===== config.mk =====
export PLATFORM = sky130hd
export DESIGN_NAME = pixel_scan_ctrl
export DESIGN_NICKNAME = d
export VERILOG_FILES = /design/src/rtl/pixel_scan_ctrl_pkg.sv /design/src/rtl/pixel_scan_ctrl_raster.sv /design/src/rtl/pixel_scan_ctrl.sv
export SDC_FILE = /design/constraint.sdc
export NUM_CORES = 1
export LEC_CHECK = 0
export ABC_CLOCK_PERIOD_IN_PS = 4600
export BUFFER_PORTS_ARGS = -buffer_cell sky130_fd_sc_hd__buf_4
export CAP_MARGIN = 40
export CORE_AREA = 2 2 334 336
export CTS_CLUSTER_SIZE = 28
export DETAILED_ROUTE_END_ITERATION = 8
export DIE_AREA = 0 0 336 338
export GPL_ROUTABILITY_DRIVEN = 1
export PLACE_DENSITY = 0.45
export SYNTH_ARGS = -nofsm -noshare
export SYNTH_HDL_FRONTEND = slang
export SYNTH_SLANG_ARGS = --single-unit

===== constraint.sdc =====
create_clock -name clk -period 4.6 [get_ports clk]
set_clock_uncertainty 0.05 [all_clocks]
set_input_delay 0.69 -clock clk [delete_from_list [all_inputs] [get_ports clk]]
set_output_delay 0.69 -clock clk [all_outputs]
set_load 0.05 [all_outputs]

===== src/rtl/pixel_scan_ctrl_pkg.sv =====
// rtl/pixel_scan_ctrl_pkg.sv - shared widths, fixed-point types and defaults for the pixel scan controller
package pixel_scan_ctrl_pkg;

  // Q11.21 fixed point carried on every coordinate and vector lane
  localparam int FP_W        = 32;
  localparam int VEC3_W      = 3 * FP_W;
  localparam int SCREEN_FRAC = 21;

  // Default frame geometry
  localparam int DEF_H_RES = 640;
  localparam int DEF_V_RES = 480;

  // Raster counters cover up to 1024 columns/lines; credit counter covers up to 15 pixels
  localparam int CNT_W    = 10;
  localparam int CREDIT_W = 4;

  typedef logic signed [FP_W-1:0] fp;

  typedef struct packed {
    fp x;
    fp y;
    fp z;
  } vec3;

  function automatic vec3 make_vec3(input fp x, input fp y, input fp z);
    vec3 v;
    v.x = x;
    v.y = y;
    v.z = z;
    return v;
  endfunction

endpackage


===== src/rtl/pixel_scan_ctrl_raster.sv =====
// rtl/pixel_scan_ctrl_raster.sv - raster-order x/y pixel counter for the scan controller
module pixel_raster_counter
  import pixel_scan_ctrl_pkg::*;
#(
  parameter int H_RES = DEF_H_RES,
  parameter int V_RES = DEF_V_RES
) (
  input  logic             clk,
  input  logic             rst_gen,
  input  logic             clear,
  input  logic             advance,
  output logic [CNT_W-1:0] x,
  output logic [CNT_W-1:0] y,
  output logic             last_pixel
);

  localparam logic [CNT_W-1:0] X_LAST = CNT_W'(H_RES - 1);
  localparam logic [CNT_W-1:0] Y_LAST = CNT_W'(V_RES - 1);

  logic line_end;

  assign line_end   = (x == X_LAST);
  assign last_pixel = line_end && (y == Y_LAST);

  // Step through the frame in raster order; the final pixel holds until the next clear
  always_ff @(posedge clk) begin
    if (rst_gen || clear) begin
      x <= '0;
      y <= '0;
    end else if (advance && !last_pixel) begin
      if (line_end) begin
        x <= '0;
        y <= y + CNT_W'(1);
      end else begin
        x <= x + CNT_W'(1);
      end
    end
  end

endmodule


===== src/rtl/pixel_scan_ctrl.sv =====
// rtl/pixel_scan_ctrl.sv - raster sequencer issuing credit-limited pixel coordinates with frame-stable parameters
module pixel_scan_ctrl
  import pixel_scan_ctrl_pkg::*;
#(
  parameter int H_RES        = DEF_H_RES,
  parameter int V_RES        = DEF_V_RES,
  parameter int MAX_INFLIGHT = 1,
  parameter int FRAC         = SCREEN_FRAC
) (
  input  logic              clk,
  input  logic              rst_gen,
  input  logic              start,
  input  logic              continuous,
  input  logic              param_update,
  input  logic [VEC3_W-1:0] camera_forward_in,
  input  logic [VEC3_W-1:0] camera_right_in,
  input  logic [VEC3_W-1:0] ray_origin_in,
  input  logic [VEC3_W-1:0] light_pos_in,
  input  logic              sdf_sel_in,
  input  logic              result_valid,
  output logic              pix_valid,
  output logic [FP_W-1:0]   screen_x,
  output logic [FP_W-1:0]   screen_y,
  output logic [VEC3_W-1:0] camera_forward,
  output logic [VEC3_W-1:0] camera_right,
  output logic [VEC3_W-1:0] ray_origin,
  output logic [VEC3_W-1:0] light_pos,
  output logic              sdf_sel,
  output logic              busy,
  output logic              frame_done,
  output logic [15:0]       frame_count,
  output logic              err_underflow
);

  typedef enum logic [2:0] {
    IDLE,
    LOAD,
    ISSUE,
    DRAIN,
    DONE
  } scan_state_t;

  scan_state_t state;
  scan_state_t state_next;

  logic [CREDIT_W-1:0] outstanding;
  logic [CREDIT_W-1:0] outstanding_next;
  logic                ret_ok;
  logic                ret_drop;
  logic                credit_free;
  logic                issue;
  logic                raster_clear;

  logic [CNT_W-1:0] x;
  logic [CNT_W-1:0] y;
  logic             last_pixel;

  logic [VEC3_W-1:0] pend_camera_forward;
  logic [VEC3_W-1:0] pend_camera_right;
  logic [VEC3_W-1:0] pend_ray_origin;
  logic [VEC3_W-1:0] pend_light_pos;
  logic              pend_sdf_sel;

  pixel_raster_counter #(
    .H_RES (H_RES),
    .V_RES (V_RES)
  ) u_raster (
    .clk        (clk),
    .rst_gen    (rst_gen),
    .clear      (raster_clear),
    .advance    (issue),
    .x          (x),
    .y          (y),
    .last_pixel (last_pixel)
  );

  // A return with nothing outstanding is dropped and only flags the error
  assign ret_ok      = result_valid && (outstanding != '0);
  assign ret_drop    = result_valid && (outstanding == '0);
  assign credit_free = (outstanding - CREDIT_W'(ret_ok)) < CREDIT_W'(MAX_INFLIGHT);

  assign busy       = (state != IDLE);
  assign frame_done = (state == DONE);

  // State register
  always_ff @(posedge clk) begin
    if (rst_gen) begin
      state <= IDLE;
    end else begin
      state <= state_next;
    end
  end

  // Next-state and issue decision; the raster sits at (0,0) on entry to LOAD, so the
  // first pixel goes out during LOAD while the shadows load beside it
  always_comb begin
    state_next   = state;
    issue        = 1'b0;
    raster_clear = 1'b0;
    case (state)
      IDLE: begin
        raster_clear = 1'b1;
        if (start) begin
          state_next = LOAD;
        end
      end
      LOAD, ISSUE: begin
        issue = credit_free;
        if (issue && last_pixel) begin
          state_next = DRAIN;
        end else if (state == LOAD) begin
          state_next = ISSUE;
        end
      end
      DRAIN: begin
        if (outstanding == '0) begin
          state_next = DONE;
        end
      end
      DONE: begin
        raster_clear = 1'b1;
        state_next   = continuous ? LOAD : IDLE;
      end
      default: begin
        state_next = IDLE;
      end
    endcase
  end

  assign outstanding_next = outstanding + CREDIT_W'(issue) - CREDIT_W'(ret_ok);

  // Credit counter and sticky underflow flag
  always_ff @(posedge clk) begin
    if (rst_gen) begin
      outstanding   <= '0;
      err_underflow <= 1'b0;
    end else begin
      outstanding <= outstanding_next;
      if (ret_drop) begin
        err_underflow <= 1'b1;
      end
    end
  end

  // Register the issued pixel; coordinates read as zero between pulses
  always_ff @(posedge clk) begin
    if (rst_gen) begin
      pix_valid <= 1'b0;
      screen_x  <= '0;
      screen_y  <= '0;
    end else begin
      pix_valid <= issue;
      screen_x  <= issue ? (FP_W'(x) << FRAC) : '0;
      screen_y  <= issue ? (FP_W'(y) << FRAC) : '0;
    end
  end

  // Completed-frame counter, wrapping naturally at 16 bits
  always_ff @(posedge clk) begin
    if (rst_gen) begin
      frame_count <= '0;
    end else if (state == DONE) begin
      frame_count <= frame_count + 16'd1;
    end
  end

  // Pending parameters follow every update pulse regardless of state
  always_ff @(posedge clk) begin
    if (rst_gen) begin
      pend_camera_forward <= '0;
      pend_camera_right   <= '0;
      pend_ray_origin     <= '0;
      pend_light_pos      <= '0;
      pend_sdf_sel        <= 1'b0;
    end else if (param_update) begin
      pend_camera_forward <= camera_forward_in;
      pend_camera_right   <= camera_right_in;
      pend_ray_origin     <= ray_origin_in;
      pend_light_pos      <= light_pos_in;
      pend_sdf_sel        <= sdf_sel_in;
    end
  end

  // Shadows change only in LOAD; an update landing in LOAD bypasses pending into this frame
  always_ff @(posedge clk) begin
    if (rst_gen) begin
      camera_forward <= '0;
      camera_right   <= '0;
      ray_origin     <= '0;
      light_pos      <= '0;
      sdf_sel        <= 1'b0;
    end else if (state == LOAD) begin
      camera_forward <= param_update ? camera_forward_in : pend_camera_forward;
      camera_right   <= param_update ? camera_right_in   : pend_camera_right;
      ray_origin     <= param_update ? ray_origin_in     : pend_ray_origin;
      light_pos      <= param_update ? light_pos_in      : pend_light_pos;
      sdf_sel        <= param_update ? sdf_sel_in        : pend_sdf_sel;
    end
  end

endmodule


==> summary.txt <==
Outcome
  – Status: finished clean

Yosys
  – Post-synth EDFFs: 0
  – Synth Area per Inst: 10.12 µm²
  – Mapped Area: 29060 µm²
  – Sequential share of the synthesized area: 57.53%
  – Post-synthesis register bit count: 835
  – Synth Warn #: 0
  – Top_reg_cell synth: dfxtp_1
  – Mapped Cells: 2872
  – Asr flop ratio synth: 0%
  – Synth cell types: 51

Layout
  – Layout cells sized above 1: 27.81%
  – Layout Cells excl Fill: 5178
  – Final net count: 3998
  – Finished Cell Area: 39820 µm²
  – Commonest cells after routing, fill and taps aside: 835 x dfxtp_1, 828 x buf_4, 806 x nor2_1
  – Syn-to-layout area delta: 37.05%
  – Fillers: 11.31k
  – Fin util: 36.18%
  – Commonest non-fill, non-tap cell in the layout: dfxtp_1

Placement
  – Inst Count DP: 4982
  – Area after DPL: 36470 µm²
  – Buffers on Ports: 815
  – Final Wtd Congestion: 0.7846
  – Placement Setup Slack: 1.128 ns
  – HPWL after DPL: 65.81 mm

Global route
  – Gr ovfl total: 0
  – Largest net degree at the start of global routing: 187
  – Total global-route track usage: 15.56%
  – Vias in the first global route: 21.15k
  – First-pass GRT wire length: 135.7 mm
  – Initial antenna violation count: 22

CTS
  – H-tree depth: 3
  – Clk buf depth: 3
  – Clock latency at the later pin of the worst-skew pair: 0.67 ns
  – Hold_buf cts: 0
  – CTS sink cnt: 835
  – Cts bufs inserted: 99
  – CTS Root Cell: clkbuf_16
  – CTS tree: done
  – Worst-path clk slew: 0.06 ns
  – Setup Buffers After CTS: 0
  – CTS resizes: 0

Timing
  – Worst-margin pin slew: 0.8552 ns
  – Max Clock Freq: 0.2871 GHz
  – # setup viols final: 0
  – Setup_tns: 0 ns
  – Final period utilization: 75.72%
  – Count of final hold-check violations: 0
  – Final setup margin: 1.117 ns
  – Hold Worst Slack: 0.2155 ns
  – Min cycle time layout: 3.483 ns
  – Final Max Slew Viols: 0
  – Max-slew headroom: 42.98%
  – Unrepaired setup endpoints after global routing: false

Worst setup path
  – Kind of critical path: register to register
  – CP delay by family, top: adder cells
  – Worst Path Arrival: 3.96 ns
  – CP max FO: 6
  – Critical path buffers and inverters: 4
  – CP dominant cell by count: ha_1
  – Type of origin of the critical path: register
  – CP required: 5.08 ns
  – Critical path cell sequence: inv_1 > ha_1 > nor3b_1 > buf_4 > nor2b_1 > ha_1 > ha_1 > xnor2_1 > o2111a_1 > nand2_1 > ha_1 > inv_1 > ha_1 > inv_1 > fa_1 > xnor2_1 > nor2_1
  – Slowest-stage cell, CP: fa_1
  – Crit path largest cell delay: 0.37 ns
  – Crit end category: register

Power and ir drop
  – Max rail drop VDD: 0.3966 mV
  – P_leak: 17.31 nW
  – Pwr per Cell Area: 540.3 nW/µm²
  – Total power: 21.52 mW

Drt
  – Routed WL: 92.36 mm
  – Iter 0 DRT Violations: 1038
  – WL per Instance: 17.84 µm
  – Vias per inst: 4.282
  – Detailed-route DRC error count: 0
  – Antenna Nets Post-Route: 0
  – Via count: 22.17k
  – Pre-antenna DRT Iters: 5

Hold path
  – Tightest Hold Check Type: input pin to register

Floorplan
  – Die area: 113600 µm²
  – Die X: 336 µm
  – Die height: 338 µm
  – Initial Util: 26.40%
  – CORE AREA: 110100 µm²
  – I/O pins: 860
  – # rows: 122

Job
  – Number of max-cap violations: 0
[sequential cells by signal (all words and copies together) (netlist names), 96 cells and up]
register,flops
camera_forward,96
pend_camera_right,96
ray_origin,96
light_pos,96
pend_ray_origin,96
pend_camera_forward,96
pend_light_pos,96
camera_right,96
[synth_stat cells (all sizes together), types with 9 or more instances]
| library cell | instances | share of area, % |
|---|---|---|
| nand2 | 20 | 0.27 |
| inv | 9 | 0.12 |
| nor2 | 806 | 10 |
| o21ai | 11 | 0.19 |
| dfxtp | 835 | 58 |
| nand3 | 10 | 0.17 |
| a21oi | 16 | 0.28 |
| buf | 77 | 1.7 |
| xor2 | 14 | 0.42 |
| ha | 11 | 0.47 |
| mux2i | 387 | 13 |
| and2 | 23 | 0.51 |
| clkbuf | 193 | 2.6 |
| or3 | 9 | 0.20 |
| a211oi | 385 | 9.9 |
| nand4 | 10 | 0.24 |
[cell type report]
cell class                 count  area, µm²  area share [%]
antenna                       15      37.54         0.09426
tap                         1488       1862           4.675
clock inverter                29      371.6          0.9331
timing repair buffer         849       6634           16.66
clock buffer                 152       2949           7.405
sequential                   835      16720           41.98
multi-input combinational   1801      11220           28.17
inverter                       9      33.78         0.08483
[worst reg2reg max path: stages, from the launching register on]
cell and delay, ns:
dfxtp_1 0.36, inv_1 0.09, ha_1 0.19, nor3b_1 0.13, buf_4 0.16, nor2b_1 0.19, ha_1 0.23, ha_1 0.17
xnor2_1 0.15, o2111a_1 0.33, nand2_1 0.14, ha_1 0.32, inv_1 0.06, ha_1 0.16, inv_1 0.06, fa_1 0.37
xnor2_1 0.16, nor2_1 0.05
[path summary, 6_finish.rpt]
| kind | from | end | slack (ns) | cells after the start |
|---|---|---|---|---|
| max reg2reg | outstanding[2] | outstanding[2] | 1.12 | 17 |
| min reg2reg | pend_camera_right[36] | pend_camera_right[36] | 0.44 | 2 |
| min | result_valid | err_underflow | 0.22 | 3 |
| max | outstanding[2] | outstanding[2] | 1.12 | 17 |
[per-layer routing]
layer  GRT usage [%]  wire length, µm  vias to the layer above
met1           17.50            36150                    10189
li1                -                -                    11280
met3           6.018             7282                      149
met2           26.34            45930                      541
met5               0               94                        -
met4           6.354             2906                       14
[report_power, final]
part	switching (mW)	internal [mW]	total [mW]
clock network	3.17	4.80	7.97
registers	0.357	7.99	8.34
logic	3.56	1.64	5.20
total	7.09	14.4	21.5
[kinds of logic after synthesis]
family	Yosys count	synth area share [%]
xor gates and xnor gates	22	0.6631
AOI/OAI and AO/OA	424	10.78
and+or+nand+nor	912	12.71
DFF	835	57.53
adders and majority gates	12	0.5425
buffers and inverters	279	4.435
muxes	387	13.33
other	1	0.01291
No activity file was read; power rests on OpenSTA's default activity.
